## src/rtl/control_unit.sv

```systemverilog
// control_unit: multi-cycle instruction sequencer for a 5-bit-opcode datapath.
// Walks fetch (T0-T2) then an opcode-specific execute sequence (T3..T7).
module control_unit (
  input  logic        clk,
  input  logic        clr,
  input  logic [31:0] ir,
  input  logic        con_ff,
  input  logic        stop,
  output logic [4:0]  alu_control,
  output logic        Pout,
  output logic        MDROut,
  output logic        ZLOout,
  output logic        ZHIout,
  output logic        HIout,
  output logic        LOout,
  output logic        Cout,
  output logic        Rout,
  output logic        BAout,
  output logic        MARen,
  output logic        MDRen,
  output logic        IRen,
  output logic        Yen,
  output logic        Pen,
  output logic        ZLOen,
  output logic        ZHIen,
  output logic        HIen,
  output logic        LOen,
  output logic        Rin,
  output logic        Read,
  output logic        Write,
  output logic        Gra,
  output logic        Grb,
  output logic        Grc,
  output logic        ConIn,
  output logic        IncPC,
  output logic        Run
);
  typedef enum logic [3:0] {RESET, T0, T1, T2, T3, T4, T5, T6, T7, HALT} state_t;
  state_t state, next;
  logic [4:0] op, cur;
  logic [2:0] last;
  logic at_end;
  logic ir_unused;
  logic s0, s1, s2, s3, s4, s5, s6, s7;
  logic is_ld, is_ldi, is_st, is_ldx, is_reg, is_imm, is_md, is_un, is_br, is_jr, is_mfhi, is_mflo;
  assign ir_unused = ^ir[26:0];
  always_ff @(posedge clk or negedge clr)
    if (!clr) begin
      state <= RESET;
      op    <= '0;
    end else begin
      state <= next;
      if (state == T2) op <= ir[31:27];
    end
  // In T2 the opcode is not latched yet, so the end-of-fetch decision reads ir directly.
  always_comb begin
    cur    = (state == T2) ? ir[31:27] : op;
    last   = (cur == 5'd0 || cur == 5'd2) ? 3'd7 :
             (cur == 5'd1 || (cur >= 5'd3 && cur <= 5'd14)) ? 3'd5 :
             (cur == 5'd15 || cur == 5'd16 || cur == 5'd19) ? 3'd6 :
             (cur == 5'd17 || cur == 5'd18) ? 3'd4 :
             (cur == 5'd20 || cur == 5'd24 || cur == 5'd25) ? 3'd3 : 3'd2;
    at_end = state == state_t'({1'b0, last} + 4'd1);
    next   = (state == RESET) ? T0 :
             (state == HALT) ? HALT :
             at_end ? ((stop || cur == 5'd27) ? HALT : T0) :
             state_t'(state + 4'd1);
  end
  always_comb begin
    s0 = state == T0;
    s1 = state == T1;
    s2 = state == T2;
    s3 = state == T3;
    s4 = state == T4;
    s5 = state == T5;
    s6 = state == T6;
    s7 = state == T7;
    is_ld   = op == 5'd0;
    is_ldi  = op == 5'd1;
    is_st   = op == 5'd2;
    is_ldx  = op <= 5'd2;
    is_reg  = op >= 5'd3 && op <= 5'd11;
    is_imm  = op >= 5'd12 && op <= 5'd14;
    is_md   = op == 5'd15 || op == 5'd16;
    is_un   = op == 5'd17 || op == 5'd18;
    is_br   = op == 5'd19;
    is_jr   = op == 5'd20;
    is_mfhi = op == 5'd24;
    is_mflo = op == 5'd25;
  end
  always_comb begin
    Run         = state != RESET && state != HALT;
    Pout        = s0 | (s4 & is_br);
    MARen       = s0 | (s5 & (is_ld | is_st));
    IncPC       = s0;
    ZLOen       = s0 | (s4 & (is_ldx | is_reg | is_imm | is_md)) | (s3 & is_un) | (s5 & is_br);
    ZLOout      = s1 | (s5 & (is_ldx | is_reg | is_imm | is_md)) | (s4 & is_un) | (s6 & is_br);
    Pen         = s1 | (s6 & is_br & con_ff) | (s3 & is_jr);
    Read        = s1 | (s6 & is_ld);
    MDRen       = s1 | (s6 & (is_ld | is_st));
    MDROut      = s2 | (s7 & is_ld);
    IRen        = s2;
    Grb         = (s3 & (is_ldx | is_reg | is_imm | is_un)) | (s4 & is_md);
    BAout       = s3 & is_ldx;
    Yen         = (s3 & (is_ldx | is_reg | is_imm | is_md)) | (s4 & is_br);
    Cout        = (s4 & (is_ldx | is_imm)) | (s5 & is_br);
    Gra         = (s7 & is_ld) | (s5 & (is_ldi | is_reg | is_imm)) | (s6 & is_st) |
                  (s3 & (is_md | is_br | is_jr | is_mfhi | is_mflo)) | (s4 & is_un);
    Rin         = (s7 & is_ld) | (s5 & (is_ldi | is_reg | is_imm)) | (s4 & is_un) | (s3 & (is_mfhi | is_mflo));
    Rout        = (s6 & is_st) | (s3 & (is_reg | is_imm | is_md | is_un | is_br | is_jr)) | (s4 & (is_reg | is_md));
    Grc         = s4 & is_reg;
    Write       = s7 & is_st;
    ZHIen       = s4 & is_md;
    LOen        = s5 & is_md;
    ZHIout      = s6 & is_md;
    HIen        = s6 & is_md;
    ConIn       = s3 & is_br;
    HIout       = s3 & is_mfhi;
    LOout       = s3 & is_mflo;
    alu_control = ((s4 & is_ldx) | (s5 & is_br)) ? 5'd3 :
                  ((s4 & (is_reg | is_imm | is_md)) | (s3 & is_un)) ? op : 5'd0;
  end
endmodule

```

## config.mk

```make
export PLATFORM = sky130hd
export DESIGN_NAME = control_unit
export DESIGN_NICKNAME = d
export VERILOG_FILES = /design/src/rtl/control_unit.sv
export SDC_FILE = /design/constraint.sdc
export NUM_CORES = 1
export LEC_CHECK = 0
export BUFFER_PORTS_ARGS = -buffer_cell sky130_fd_sc_hd__buf_4
export CORE_ASPECT_RATIO = 1.2
export CORE_MARGIN = 1
export CORE_UTILIZATION = 40
export CTS_CLUSTER_SIZE = 40
export DETAILED_ROUTE_END_ITERATION = 10
export PLACE_DENSITY = 0.7
export SYNTH_ARGS = -nofsm -noshare
export SYNTH_HDL_FRONTEND = slang
export SYNTH_SLANG_ARGS = --single-unit
```

## constraint.sdc

```tcl
create_clock -name clk -period 3.92 [get_ports clk]
set_input_delay 0.392 -clock clk [delete_from_list [all_inputs] [get_ports clk]]
set_output_delay 0.392 -clock clk [all_outputs]
set_load 0.03 [all_outputs]
```

; Word-level counts from Yosys, hierarchy flattened
; Cells that the tools add are included.
[word_totals]
word_cells = 151
ff_bits = 9
output_inout_bits = 32
input_bits = 36
[op_classes]
magnitude_cmp = 7
add_sub_neg = 2
muxes = 12
bitwise_logic = 78
n_eq_ne = 32
reduce_logical = 18
[ops]
columns = op, count
row1 = "equality test 5 bit, second input constant", 15
row2 = OR 1 bit, 45
row3 = AND 1 bit, 33
row4 = "equality test 4 x 3 -> 1 bit, second input constant", 4
row5 = 2-to-1 mux 4 bit, 4
row6 = "less-or-equal comparator 5 x 4 -> 1 bit, second input constant", 3
row7 = 2-to-1 mux 5 bit, 3
row8 = 2-to-1 mux 3 bit, 4
row9 = "equality test 5 x 1 -> 1 bit, second input constant", 2
row10 = "equality test 5 x 2 -> 1 bit, second input constant", 2
row11 = "equality test 5 x 4 -> 1 bit, second input constant", 2
row12 = "greater-or-equal comparator 5 x 2 -> 1 bit, second input constant", 2
row13 = logical NOT 5 bit, 2
row14 = logical OR 1 bit, 10
row15 = "equality test 4 x 2 -> 1 bit, second input constant", 2
row16 = "equality test 4 bit, second input constant", 2
row17 = "greater-or-equal comparator 5 x 4 -> 1 bit, second input constant", 1
row18 = "less-or-equal comparator 5 x 2 -> 1 bit, second input constant", 1
row19 = "adder 3 x 1 -> 4 bit, second input constant", 1
row20 = "adder 4 x 1 -> 4 bit, second input constant", 1
row21 = "equality test 4 x 1 -> 1 bit, second input constant", 1
row22 = equality test 4 bit, 1
row23 = logical AND 1 bit, 4
row24 = logical NOT 4 bit, 1
row25 = other kinds (3), 3

; Longest topological paths before layout
[logic_depth]
depth_word = 15
depth_mapped = 15
ltp_nobuf = 14

; Worst setup path before layout
; Ideal clock, no wire load.
[synth_path]
kind = register to register
startpoint = reg state[0]
endpoint = reg state[3]
slack_ps = 725
period_less_slack_ps = 3195
required_time_ps = 3833
stages_incl_launch_ff = 15
t_arrival_ps = 3108
cell_sequence = dfrtp_1 -> ha_1 -> or3b_1 -> buf_6 -> buf_8 -> a21oi_1 -> inv_1 -> a211o_1 -> o211ai_1 -> ha_1 -> xor2_1 -> nor3_2 -> nand3_2 -> mux2_4 -> a211oi_2
[synth_via]
elab_chain_len = 15
elab_cells_between_ends = 39
cone_classes = add/sub: 2 / order compare: 2 / eq/ne: 14 / mux: 10 / reduce/logical: 11
[synth_rtl]
columns = element, line
row1 = from (decl), 39  ; state_t state, next;
row2 = from (signal assigned), 52  ; state <= next;
row3 = equality test 4 x 2 -> 1 bit (*), 57  ; cur = (state == T2) ? ir[31:27] : op;
row4 = 2-to-1 mux 5 bit (*), 57
row5 = net cur[4], 40  ; logic [4:0] op, cur;
row6 = equality test 5 bit, 62  ; (cur == 5'd20 || cur == 5'd24 || cur == 5'd25) ? 3'd3 : 3'd2;
row7 = logical OR 1 bit (2 in series), 62
row8 = 2-to-1 mux 1 bit, 62
row9 = 2-to-1 mux 3 bit, 61  ; (cur == 5'd17 || cur == 5'd18) ? 3'd4 :
row10 = 2-to-1 mux 3 bit, 60  ; (cur == 5'd15 || cur == 5'd16 || cur == 5'd19) ? 3'd6 :
row11 = 2-to-1 mux 3 bit, 59  ; (cur == 5'd1 || (cur >= 5'd3 && cur <= 5'd14)) ? 3'd5 :
row12 = 2-to-1 mux 3 bit, 58  ; last = (cur == 5'd0 || cur == 5'd2) ? 3'd7 :
row13 = adder 3 x 1 -> 4 bit, 63  ; at_end = state == state_t'({1'b0, last} + 4'd1);
row14 = equality test 4 bit, 63
row15 = 2-to-1 mux 4 bit (*), 66  ; at_end ? ((stop || cur == 5'd27) ? HALT : T0) :
row16 = 2-to-1 mux 4 bit (*), 65  ; (state == HALT) ? HALT :
row17 = 2-to-1 mux 4 bit (*), 64  ; next = (state == RESET) ? T0 :
row18 = net next[3], 39
; Mark *: on every way through the listed nets, which the timed path passes. The rest lies on a longest branch.

; Final worst setup path
[layout_path]
startpoint = reg state[0]
endpoint = reg state[3]
[layout_via]
elab_chain_len = 15
elab_cells_between_ends = 39
cone_classes = add/sub: 2 / order compare: 2 / eq/ne: 14 / mux: 10 / reduce/logical: 11
[layout_rtl]
columns = element, line
row1 = equality test 4 x 2 -> 1 bit, 57
row2 = 2-to-1 mux 5 bit, 57
row3 = equality test 5 bit, 62
row4 = logical OR 1 bit (2 in series), 62
row5 = 2-to-1 mux 1 bit, 62
row6 = 2-to-1 mux 3 bit, 61
row7 = 2-to-1 mux 3 bit, 60
row8 = 2-to-1 mux 3 bit, 59
row9 = 2-to-1 mux 3 bit, 58
row10 = adder 3 x 1 -> 4 bit, 63
row11 = equality test 4 bit, 63
row12 = 2-to-1 mux 4 bit, 66
row13 = 2-to-1 mux 4 bit, 65
row14 = 2-to-1 mux 4 bit (*), 64
row15 = net next[3], 39
; Marked as above.

==> out/qor.yml <==
initial_utilization_pct: 42.9
clock_skew_ns: 0.00492
syn-cell-area_sq_mm: 0.00135
wl_per_cell_um: 13.8
die_w_um: 54.9
rsz0062_at_grt: "no"
die_h_um: 65.5
worstHoldPathType: "input port to flip-flop"
cp.buffers_inverters: 2
slew_headroom_pct: 47.9
fp.dieArea_sq_mm: 0.00360
dr.pass1.iters: 4
cpMaxStageDelayCell: "dfrtp_1"
worstSetupPathType: "flip-flop to flip-flop"
root_buffer: "clkbuf_4"
cp-end-kind: "flip-flop"
dpl_worst_slack_ns: 0.377
hold_violations: 0
fin_ws_ns: 0.359
crit_path_start_kind: "flip-flop"
ant_nets: 0
p_sw_share_pct: 57.0
grt_max_degree: 28
drc: 0
worstPathMaxFanout: 10
io_buffers: 40
fin_setup_tns_ns: 0
finalSetupViolCount: 0
synth_cell_types: 54
core.rowCount: 22
worst_skew_pair.late_latency_ns: 0.26
finalCriticalPeriod_ns: 3.56
cp_data_arrival_time_ns: 3.74
path_clk_slew_ns: 0.06
slew_violations: 0
fin_nets: 273
synth_async_sr_flop_share_pct: 100
worstPathRequired_ns: 4.10
place_hpwl_um: 2870
ir_drop_mv: 0.617
power_switching_mw: 0.812
syn_area_per_cell_sq_um: 6.79
antenna_found_initial: 0
cap_violations: 0
h-tree-depth: 1
numCtsBuffers: 3
crit_top_cell: "ha_1"
crit_path_max_incr_delay_ns: 0.45
clkPwrFrac_pct: 5.0
worst_slew_pin_slew_ns: 0.782
syn2layout_area_growth_pct: 23.3
cts_resized: 0
cts_tree: "done"
final_layout_size_suffix_gt1_share_pct: 24.2
p_per_area_mw_per_mm2: 859
grt_pass1_vias: 1385
syn_nets: 239
via_count: 1526
vias_per_cell: 5.72
drt_iter0_drc: 43
core_area_sq_mm: 0.00314
final_common_cell: "buf_4"
crit_chain: "ha_1 > or3b_1 > buf_4 > clkinv_1 > nor2_1 > a21oi_1 > a211o_1 > o211ai_1 > ha_1 > xor2_1 > nor3_2 > nand3_2 > mux2_4 > a211oi_2"
cts.sinks: 9
p_comb_share_pct: 75.8
io_pins: 68
groute.usage.overall_pct: 22.8
synth_seq_cells: 9
power_frac_seq_pct: 19.2
crit_family: "simple AND/OR/NAND/NOR gates"
yosysSeqAreaShare_pct: 16.7
antenna_cells: 0
gr-total-overflow: 0
status: "completed"
yosys_warnings: 0
cts_buffer_depth: 2
p_int_mw: 0.614
cts_setup_buffers: 0
synthCells: 198
synth_edf_count: 0
fin_crit_sh_pct: 90.8
ys.flop_type: "dfrtp_1"
power_leakage_nw: 0.767
max_freq_ghz: 0.281
final_cell_mix: "buf_4 (42), nand2_1 (35), nor2_1 (25)"
drt_wl_total_um: 3670
fillers: 343
place_congestion: 0.898
grt_pass1_wl_um: 6220
==> power groups by stage <==
stage / sequential (mW) / clock [mW] / combinational [mW]
after CTS: 0.272 / 0.0741 / 1.09
after global placement: 0.272 / 0 / 1.07
final: 0.273 / 0.0712 / 1.08
after global routing: 0.289 / 0.0778 / 1.20
after floorplan: 0.168 / 0 / 0.935
after detailed placement: 0.274 / 0 / 1.08
==> state kept, by name (all words and copies together) (netlist names) <==
name	cells
op	5
state	4
==> cell usage after synthesis, types with 2 or more instances <==
cell / count / area (sq um)
nor2_1: 25 / 93.8
clkbuf_1: 8 / 30.0
o41ai_1: 2 / 17.5
buf_6: 2 / 22.5
o21ai_0: 11 / 55.1
ha_1: 5 / 62.6
and2_1: 6 / 37.5
and3_2: 2 / 15.0
dfrtp_1: 9 / 225
nand2b_1: 3 / 18.8
nor2b_1: 3 / 18.8
a211o_1: 2 / 17.5
buf_1: 2 / 7.51
xor2_1: 3 / 26.3
o21bai_1: 2 / 15.0
nor3_1: 2 / 10.0
o31ai_1: 2 / 15.0
nand2_1: 35 / 131
nor4_1: 2 / 12.5
inv_1: 9 / 33.8
a31oi_1: 6 / 37.5
xnor2_1: 2 / 17.5
a21o_1: 2 / 15.0
o22ai_1: 4 / 25.0
a21oi_1: 8 / 40.0
nand3_1: 12 / 60.1
a221o_1: 2 / 20.0
==> cell families (layout without fill, tap and decap cells) <==
logic type      after synthesis  after routing  synth area share [%]
flops                         9              9                  16.7
simple gates                 99             99                  35.7
mux                           4              4                  4.37
buf+inv                      24             57                  8.93
compound gates               52             52                  26.3
xor+xnor                      5              5                  3.26
fa+ha+maj                     5              5                  4.65
==> worst paths after layout <==
| kind | from | end | slack, ns | cells past startpoint |
|---|---|---|---|---|
| setup / recovery | state[0]$_DFF_PN0_ | state[3]$_DFF_PN0_ | 0.36 | 14 |
| hold / removal | ir[28] | op[1]$_DFF_PN0_ | 0.38 | 3 |
| setup reg to reg | state[0]$_DFF_PN0_ | state[3]$_DFF_PN0_ | 0.36 | 14 |
| hold reg to reg | state[0]$_DFF_PN0_ | state[0]$_DFF_PN0_ | 0.58 | 1 |
| max in group asynchronous | clr | op[0]$_DFF_PN0_ | 3.29 | 2 |
| min in group asynchronous | clr | state[0]$_DFF_PN0_ | 0.49 | 2 |
==> through the flow <==
stage	cells	power (mW)	util, %	cell area, sq um	hold WS, ns
floorplan	198	1.10	-	1350	0.0964
global placement	262	1.35	51.7	1620	0.223
detailed placement	262	1.36	51.7	1620	0.225
CTS	267	1.43	52.9	1660	0.380
global route	267	1.56	52.9	1660	0.397
finish	267	1.43	52.9	1660	0.383
==> timing repair <==
| action | CTS | global route |
|---|---|---|
| hold buffers | 1 | 0 |
| endpoints found under the setup margin | 0 | 0 |
| hold endpoints to repair | 9 | 0 |
==> metal layers <==
metal / global-route usage, % / share of wire (%) / wire [um] / up-vias
met5: 0 / 0 / 0 / -
met3: 4.63 / 4.3 / 158 / 0
met1: 29.5 / 44 / 1610 / 712
met2: 39.6 / 52 / 1900 / 37
li1: - / - / - / 777
met4: 1.25 / 0 / 0 / 0
==> tightest hold or removal path, cell delays in order <==
cell	delay (ns)
buf_4	0.10
nand2_1	0.05
nand2_1	0.07
==> layout make-up <==
type	count	area [sq um]	area share, %
clock buffer	4	26.3	1.58
inverter	10	37.5	2.26
multi-input combinational	165	1000	60.3
sequential	9	225	13.6
tap	36	45.0	2.71
timing repair buffer	43	325	19.6
(Power assumes the default switching activity.)
